File: src/rtl/host_cfg_pkg.sv
// Shared definitions for the host configuration register block:
// address map, per-port configuration record and commit FSM states.
package host_cfg_pkg;

    localparam logic [15:0] ADDR_ID     = 16'h0000;
    localparam logic [15:0] ADDR_CTRL   = 16'h0001;
    localparam logic [15:0] ADDR_STATUS = 16'h0002;
    localparam logic [15:0] STAGE_BASE  = 16'h0010;
    localparam logic [15:0] ACTIVE_BASE = 16'h0020;
    localparam logic [15:0] DROP_BASE   = 16'h0030;

    // Each per-port window is 16 registers wide, indexed by the low address bits.
    localparam int PORT_IDX_W = 4;

    typedef struct packed {
        logic [7:0] max_len;
        logic       enable;
    } port_cfg_t;

    localparam port_cfg_t PORT_CFG_RST = '{max_len: 8'hFF, enable: 1'b0};

    typedef enum logic [1:0] {
        IDLE,
        PENDING,
        APPLY
    } commit_state_e;

    function automatic logic [15:0] cfg_to_word(input port_cfg_t cfg);
        return {cfg.max_len, 7'b0, cfg.enable};
    endfunction

endpackage

File: src/rtl/host_drop_counter.sv
// Saturating 16-bit drop event counter with a synchronous clear that
// takes priority over a simultaneous increment.
module host_drop_counter (
    input  logic        clock,
    input  logic        reset_n,
    input  logic        clear_i,
    input  logic        inc_i,
    output logic [15:0] count_o
);

    logic [15:0] count_q;
    logic [15:0] count_d;

    // NOTE: every variable written in always_comb gets a default first, so no latch is inferred.
    always_comb begin
        count_d = count_q;
        if (clear_i) begin
            count_d = '0;
        end else if (inc_i && count_q != 16'hFFFF) begin
            count_d = count_q + 16'd1;
        end
    end

    // NOTE: sequential state uses non-blocking assignments so all flops update together at the edge.
    always_ff @(posedge clock) begin
        if (!reset_n) begin
            count_q <= '0;
        end else begin
            count_q <= count_d;
        end
    end

    assign count_o = count_q;

endmodule

File: src/rtl/host_cfg_regs.sv
// Host configuration register block for the router: decodes host reads/writes,
// holds staged and active per-port config, and commits staged->active when idle.
module host_cfg_regs
    import host_cfg_pkg::*;
#(
    parameter int          NUM_PORTS = 16,
    parameter int          ADDR_W    = 16,
    parameter int          DATA_W    = 16,
    parameter logic [15:0] ID_VALUE  = 16'h1600
) (
    input  logic                   clock,
    input  logic                   reset_n,
    input  logic                   wr_n,
    input  logic [ADDR_W-1:0]      address,
    input  logic [DATA_W-1:0]      data_in,
    output logic [DATA_W-1:0]      data_out,
    output logic                   data_oe,
    input  logic                   router_idle,
    input  logic [NUM_PORTS-1:0]   drop_pulse,
    output logic                   global_en,
    output logic [NUM_PORTS-1:0]   port_en,
    output logic [NUM_PORTS*8-1:0] port_max_len,
    output logic                   cfg_update
);

    logic [ADDR_W-1:0]     addr_page;
    logic [PORT_IDX_W-1:0] port_idx;
    logic                  port_ok;
    logic                  wr_cycle;
    logic                  id_hit;
    logic                  ctrl_hit;
    logic                  status_hit;
    logic                  stage_hit;
    logic                  active_hit;
    logic                  drop_hit;
    logic                  commit_req;
    logic                  unused_data_in;

    logic                  global_en_q;
    port_cfg_t             stage_q  [NUM_PORTS];
    port_cfg_t             active_q [NUM_PORTS];
    commit_state_e         state_q;
    logic                  cfg_update_q;
    logic [15:0]           drop_cnt [NUM_PORTS];
    logic [15:0]           rd_word_d;
    logic [DATA_W-1:0]     rd_data_q;
    logic                  data_oe_q;

    assign wr_cycle  = !wr_n;
    assign addr_page = address >> PORT_IDX_W;
    assign port_idx  = address[PORT_IDX_W-1:0];

    if (NUM_PORTS < (1 << PORT_IDX_W)) begin : g_partial_map
        assign port_ok = 32'(port_idx) < NUM_PORTS;
    end else begin : g_full_map
        assign port_ok = 1'b1;
    end

    assign id_hit     = address == ADDR_W'(ADDR_ID);
    assign ctrl_hit   = address == ADDR_W'(ADDR_CTRL);
    assign status_hit = address == ADDR_W'(ADDR_STATUS);
    assign stage_hit  = port_ok && (addr_page == ADDR_W'(STAGE_BASE >> PORT_IDX_W));
    assign active_hit = port_ok && (addr_page == ADDR_W'(ACTIVE_BASE >> PORT_IDX_W));
    assign drop_hit   = port_ok && (addr_page == ADDR_W'(DROP_BASE >> PORT_IDX_W));
    assign commit_req = wr_cycle && ctrl_hit && data_in[1];

    assign unused_data_in = ^data_in;

    // NOTE: the config arrays are individual flops rather than a RAM, so they carry a reset value.
    always_ff @(posedge clock) begin
        if (!reset_n) begin
            global_en_q <= 1'b0;
            for (int n = 0; n < NUM_PORTS; n++) begin
                stage_q[n] <= PORT_CFG_RST;
            end
        end else begin
            if (wr_cycle && ctrl_hit) begin
                global_en_q <= data_in[0];
            end
            if (wr_cycle && stage_hit) begin
                stage_q[port_idx] <= '{max_len: data_in[15:8], enable: data_in[0]};
            end
        end
    end

    // The copy happens on the edge that enters APPLY, so a same-edge staged
    // write is not picked up; cfg_update is high for the whole APPLY cycle.
    always_ff @(posedge clock) begin
        if (!reset_n) begin
            state_q      <= IDLE;
            cfg_update_q <= 1'b0;
            for (int n = 0; n < NUM_PORTS; n++) begin
                active_q[n] <= PORT_CFG_RST;
            end
        end else begin
            cfg_update_q <= 1'b0;
            case (state_q)
                IDLE: begin
                    if (commit_req) begin
                        state_q <= PENDING;
                    end
                end
                PENDING: begin
                    if (router_idle) begin
                        state_q      <= APPLY;
                        cfg_update_q <= 1'b1;
                        active_q     <= stage_q;
                    end
                end
                APPLY: begin
                    state_q <= IDLE;
                end
                default: begin
                    state_q <= IDLE;
                end
            endcase
        end
    end

    always_comb begin
        rd_word_d = '0;
        if (id_hit) begin
            rd_word_d = ID_VALUE;
        end else if (ctrl_hit) begin
            rd_word_d = {15'b0, global_en_q};
        end else if (status_hit) begin
            rd_word_d = {14'b0, router_idle, state_q != IDLE};
        end else if (stage_hit) begin
            rd_word_d = cfg_to_word(stage_q[port_idx]);
        end else if (active_hit) begin
            rd_word_d = cfg_to_word(active_q[port_idx]);
        end else if (drop_hit) begin
            rd_word_d = drop_cnt[port_idx];
        end
    end

    always_ff @(posedge clock) begin
        if (!reset_n) begin
            rd_data_q <= '0;
            data_oe_q <= 1'b0;
        end else begin
            data_oe_q <= wr_n;
            rd_data_q <= wr_n ? DATA_W'(rd_word_d) : '0;
        end
    end

    for (genvar g = 0; g < NUM_PORTS; g++) begin : g_port
        host_drop_counter u_drop_cnt (
            .clock   (clock),
            .reset_n (reset_n),
            .clear_i (wr_cycle && drop_hit && (port_idx == PORT_IDX_W'(g))),
            .inc_i   (drop_pulse[g]),
            .count_o (drop_cnt[g])
        );

        assign port_en[g]             = active_q[g].enable;
        assign port_max_len[8*g +: 8] = active_q[g].max_len;
    end

    assign global_en  = global_en_q;
    assign cfg_update = cfg_update_q;
    assign data_out   = rd_data_q;
    assign data_oe    = data_oe_q;

endmodule

File: config.mk
export PLATFORM = sky130hd
export DESIGN_NAME = host_cfg_regs
export DESIGN_NICKNAME = d
export VERILOG_FILES = /design/src/rtl/host_cfg_pkg.sv /design/src/rtl/host_drop_counter.sv /design/src/rtl/host_cfg_regs.sv
export SDC_FILE = /design/constraint.sdc
export NUM_CORES = 1
export LEC_CHECK = 0
export CORE_MARGIN = 1.5
export CORE_UTILIZATION = 59
export CTS_CLUSTER_SIZE = 40
export DETAILED_ROUTE_END_ITERATION = 7
export GPL_TIMING_DRIVEN = 0
export MAX_ROUTING_LAYER = met4
export PLACE_DENSITY = 0.81
export SKIP_LAST_GASP = 1
export SYNTH_ARGS = -nofsm -noshare
export SYNTH_HDL_FRONTEND = slang
export SYNTH_SLANG_ARGS = --single-unit
File: constraint.sdc
create_clock -name clock -period 3.26 [get_ports clock]
set_clock_uncertainty 0.1 [all_clocks]
set_input_delay 0.652 -clock clock [delete_from_list [all_inputs] [get_ports clock]]
set_output_delay 0.652 -clock clock [all_outputs]
set_load 0.02 [all_outputs]
# Word level (Yosys, flattened, before mapping)
# Cells that the tools add are included.
# word_totals
register_bits	565
input_bits	52
output_inout_bits	163
word_cells	238
# classes
n_addsub	16
order_cmp	2
n_eq_ne	39
n_mux	22
n_bitwise	4
n_reduce_logical	66
# op_table
operator	count
16-bit by 1-bit adder with 16-bit output (second input constant)	16
16-bit != test (second input constant)	16
144-bit bitwise mux	1
16-bit two-way mux	5
9-bit binary-select mux with 4-bit select	2
16-bit binary-select mux with 4-bit select	1
9-bit two-way mux	5
13-bit two-way mux	3
1-bit logical AND	37
9-bit demux with 4-bit select	1
4-bit equality test (second input constant)	8
2-bit OR reduction	16
12-bit by 2-bit equality test with 1-bit output (second input constant)	2
16-bit by 1-bit equality test with 1-bit output (second input constant)	1
16-bit by 2-bit equality test with 1-bit output (second input constant)	1
4-bit by 3-bit equality test with 1-bit output (second input constant)	4
16-bit zero test	1
12-bit by 1-bit equality test with 1-bit output (second input constant)	1
4-bit by 2-bit equality test with 1-bit output (second input constant)	2
2-bit AND reduction	4
8-bit OR reduction	1
5-bit >= comparator (second input constant)	1
5-bit by 1-bit < comparator with 1-bit output (second input constant)	1
4-bit inverter with 5-bit output	1
14 further kinds	18

# Logic depth before layout (Yosys ltp)
# logic_depth
ltp_word	10
depth_mapped	9
depth_no_buf	7

# Hierarchy
# From an unflattened synthesis, not the netlist that was laid out.
# unflattened
hier_cells	3160
hier_area_um2	29319.4
# modules_own_cells
module	n_inst	cells_each	area_each_um2	seq_area_each_um2
host_cfg_regs	1	1704	15486.1	6185.9
host_drop_counter	16	91	864.6	320.3

# Least setup slack after synthesis
# No wires, ideal clock.
# synth_path
kind	input to register
from	input port address[0]
to	register rd_data_q[14] (netlist: data_out[14])
setup_time_ps	121
arrival_time_ps	2278
required_ps	3039
path_slack_ps	760
cell_stages	7
n_path_buf	2
cell_sequence	buf_2 > buf_2 > mux4_2 > a221oi_1 > o22ai_1 > a21oi_1 > nor2_1
# synth_between
elab_chain_cells	7
elab_cells_between_ends	17
classes_between	eq/ne (2); mux (12); bitwise (1); reduce/logical (2)
# synth_lines
item	line	text
start: declaration	host_cfg_regs.sv:14	input logic [ADDR_W-1:0] address,
4-bit inverter with 5-bit output (not written as such)	host_cfg_regs.sv:129, host_cfg_regs.sv:131, host_cfg_regs.sv:133	
16-bit binary-select mux with 4-bit select	host_cfg_regs.sv:133	rd_word_d = drop_cnt[port_idx];
16-bit two-way mux (not written as such) (2 in a row)	host_cfg_regs.sv:133	
16-bit two-way mux	host_cfg_regs.sv:132	end else if (drop_hit) begin
16-bit two-way mux	host_cfg_regs.sv:130	end else if (active_hit) begin
16-bit two-way mux	host_cfg_regs.sv:128	end else if (stage_hit) begin
end signal: assignment	host_cfg_regs.sv:143	rd_data_q <= wr_n ? DATA_W'(rd_word_d) : '0;
end: declaration	host_cfg_regs.sv:46	logic [DATA_W-1:0] rd_data_q;
# Several ways; a longest one is shown, not always the timed one. The select of a mux whose other input is x is not followed.
# A chain may end at the register's enable or synchronous reset.

# Worst setup path after layout
# layout_path
from	input port address[2]
to	register rd_data_q[0] (netlist: data_out[0])
# layout_between
elab_chain_cells	9
elab_cells_between_ends	19
classes_between	eq/ne (2); mux (14); bitwise (1); reduce/logical (2)
# layout_lines
item	line	text
4-bit inverter with 5-bit output (not written as such)	host_cfg_regs.sv:129, host_cfg_regs.sv:131, host_cfg_regs.sv:133	
16-bit binary-select mux with 4-bit select	host_cfg_regs.sv:133	
16-bit two-way mux (not written as such) (2 in a row)	host_cfg_regs.sv:133	
16-bit two-way mux	host_cfg_regs.sv:132	
16-bit two-way mux	host_cfg_regs.sv:130	
16-bit two-way mux	host_cfg_regs.sv:128	
13-bit two-way mux	host_cfg_regs.sv:126	end else if (status_hit) begin
13-bit two-way mux	host_cfg_regs.sv:124	end else if (ctrl_hit) begin
# Several ways; a longest one is shown, not always the timed one. The select of a mux whose other input is x is not followed.

==> impl_metrics.py <==
metrics = {
    "floorplanning": {
        "start_util": 0.595,
        "die_h_um": 216,
        "die_w_um": 216,
        "row_count": 78,
        "core_area_um2": 45200,
        "die_area_um2": 46900,
        "io_pins": 215,
    },
    "detailed_routing": {
        "drt-pass1-iter-count": 8,
        "vias": 25800,
        "ant_nets": 0,
        "drc": 1,
        "totalWireLength_um": 99600,
        "drt_iter0_drc": 3655,
        "wl_met3_um": 13700,
        "avgViaCountPerCell": 6.53,
        "wl_per_cell_um": 25.3,
        "wl_met2_um": 42700,
        "wl_met1_um": 38300,
        "routed.top_layer": "met4",
    },
    "yosys": {
        "synth_cells": 3041,
        "synth_area_um2": 26900,
        "ys_types": 70,
        "synth_top_area_frac": 0.421,
        "asyncSetResetFlopFracSynth": 0,
        "synthFlopType": "dfxtp_1",
        "syn_area_per_cell_um2": 8.84,
        "synth-edff-count": 0,
        "syn_nets": 3109,
        "ys_seq_area_frac": 0.421,
        "synth.area.top_cells": "dfxtp_1, mux4_2, nand2_1",
        "ys_seq_elements": 565,
        "yosys_warnings": 0,
        "yosys.area.top_type": "dfxtp_1",
    },
    "worst_setup_path": {
        "path_class": "primary input to register",
        "arrival_ns": 3.75,
        "critPathSlowestCell": "clkdlybuf4s50_1",
        "cpPeakStageDelay_ns": 0.74,
        "endpoint_kind": "register",
        "path_cells": "clkdlybuf4s50_1, buf_4, buf_4, mux4_2, nor2_1, a2111oi_1, a211oi_1, a221oi_1",
        "worstPathRequired_ns": 3.61,
        "critical_path.most_common_cell": "buf_4",
        "cp_max_fo": 10,
        "path_delay_family": "compound AO/OA/AOI/OAI gates",
        "crit_buf_inv": 3,
        "cp-start-kind": "primary input",
    },
    "power_and_ir_drop": {
        "powerDensity_nw_per_um2": 471,
        "vdd_drop_max_mv": 0.521,
        "power.total_mw": 14.9,
        "p_leak_nw": 12.2,
    },
    "clock_network": {
        "root_buffer": "clkbuf_16",
        "cts_max_level": 2,
        "cts_tree": "yes",
        "worstSkewPairLatency_ns": 0.65,
        "post_cts.repair.setup_buffers": 0,
        "cts_buffers": 57,
        "cts_max_path_buffers": 3,
        "cts_sinks": 565,
        "hold_buffers": 0,
        "ctsResizeCount": 1,
        "clk_pin_slew_worst_paths_ns": 0.06,
    },
    "cells_and_area": {
        "nets": 3363,
        "final_cell_mix": "nand2_1, dfxtp_1, nand3_1",
        "area_growth_pct": 17.6,
        "layout.cells.non_filler": 3946,
        "drive_above_1_share": 0.101,
        "final_common_cell": "nand2_1",
        "fillCellCount": 3524,
    },
    "sta": {
        "fmax_mhz": 294,
        "rsz0062_at_grt": "false",
        "min_period_ns": 3.40,
        "timing.final.crit_share": 1.04,
        "slew_headroom": 0.167,
        "maxSlewViolCount": 0,
        "setup_slack_ns": -0.140,
        "finalSetupViolCount": 1,
        "worstMarginPinSlew_ns": 1.25,
        "hold_viol": 0,
    },
    "global_route": {
        "grt_pass1_wl_um": 147000,
        "gr-total-overflow": 0,
        "grt.total_usage": 0.430,
        "antenna_found_initial": 5,
        "grt_pass1_vias": 24100,
        "grt_max_degree": 16,
    },
    "status": {
        "failed_checks": "DRC, setup timing",
        "outcome": "complete, but fails checks",
    },
    "hold_path": {
        "hold_class": "primary input to register",
    },
    "job": {
        "drv_cap": 0,
    },
    "placed_design": {
        "port_buffers": 195,
        "gp_congestion": 1.11,
        "dp_hpwl_um": 74900,
        "numPlacedInstances": 3836,
    },
}
-- area by class of cell --
type	count	area [µm²]	share of cell area
flip-flops and latches	565	11300	0.358
repair buffers	195	1950	0.0618
clock inverters	27	353	0.0112
inverters	27	101	0.00321
clock buffers	79	1640	0.0519
diodes	4	10.0	0.000317
multi-input cells	2276	14700	0.465
well taps	600	751	0.0238
plain buffers	173	800	0.0253
-- registers in the layout (all words and copies together) (netlist names) --
name and cells:
g_port.u_drop_cnt.count_o 256, stage_q 144, port_max_len 128, data_out 16, port_en 16, state_q 2, cfg_update 1, data_oe 1
global_en 1
-- worst paths after layout --
check                                               start  depth (start not counted)  slack (ns)                             to
worst max-delay path                           address[2]                          8       -0.14         data_out[0]$_SDFF_PP0_
worst min-delay path                          data_in[15]                          3        0.31       stage_q[44]$_SDFFE_PN1P_
worst max register to register    state_q[1]$_SDFFE_PN0P_                          6        0.44  port_max_len[46]$_SDFFE_PN1P_
worst min register to register  stage_q[140]$_SDFFE_PN1P_                          2        0.39   port_max_len[4]$_SDFFE_PN1P_
-- worst reg2reg max path: cells and delay by family (launching register included) --
family	cells	cell delay, ns
flops	1	0.42
buf+inv	3	1.86
simple gates	3	0.39
-- synth_stat cells (14+ instances only) --
cell      count
a211oi_1     15
dfxtp_1     565
mux4_2      136
ha_1         16
a21oi_1      34
and4_1       27
nor2_1      305
nand2_1     696
mux2i_1      39
a31oi_1      19
xor2_1      125
o21ai_0      18
xnor2_1      73
buf_4        24
nor4_1       14
clkbuf_1    102
buf_2        34
a21boi_0     33
nand4_1      82
nand3_1     377
nor3_1       53
inv_1        26
nor2b_1      15
and3_1       45
-- power breakdown --
| group | total, mW | internal [mW] | switching (mW) |
|---|---|---|---|
| Combinational | 0.882 | 0.291 | 0.590 |
| Sequential | 7.01 | 6.95 | 0.0657 |
| Clock | 7.01 | 4.08 | 2.93 |
-- cells by family (layout without fill, tap and decap cells) --
family / Yosys count / in the layout / share of synthesized area
adders and majority gates: 16 / 16 / 0.00745
xor gates and xnor gates: 198 / 198 / 0.0645
and+or+nand+nor: 1673 / 1673 / 0.283
muxes: 180 / 180 / 0.131
buffers and inverters: 200 / 501 / 0.0334
AOI/OAI and AO/OA: 209 / 209 / 0.0605
DFF: 565 / 565 / 0.421
other: 0 / 4 / 0
-- per-layer routing --
layer  track usage  up-vias
li1              -    11200
met1         0.567    12500
met2         0.619     1771
met3         0.116      354
met4         0.195        0
met5             -        -
-- stage by stage --
step	utilization	area (µm²)	hold slack (ns)	worst slack, ns	setup TNS, ns
2_1_floorplan	-	26900	0.317	0.760	0
3_3_place_gp	0.655	29600	0.366	-0.792	-86.65
3_5_place_dp	0.655	29600	0.376	-0.754	-97.37
4_1_cts	0.699	31600	0.307	0.0358	0
5_1_grt	0.699	31600	0.360	0.00191	0
6_report	0.699	31600	0.306	-0.140	-0.140
Power figures use the tool's default switching activity.
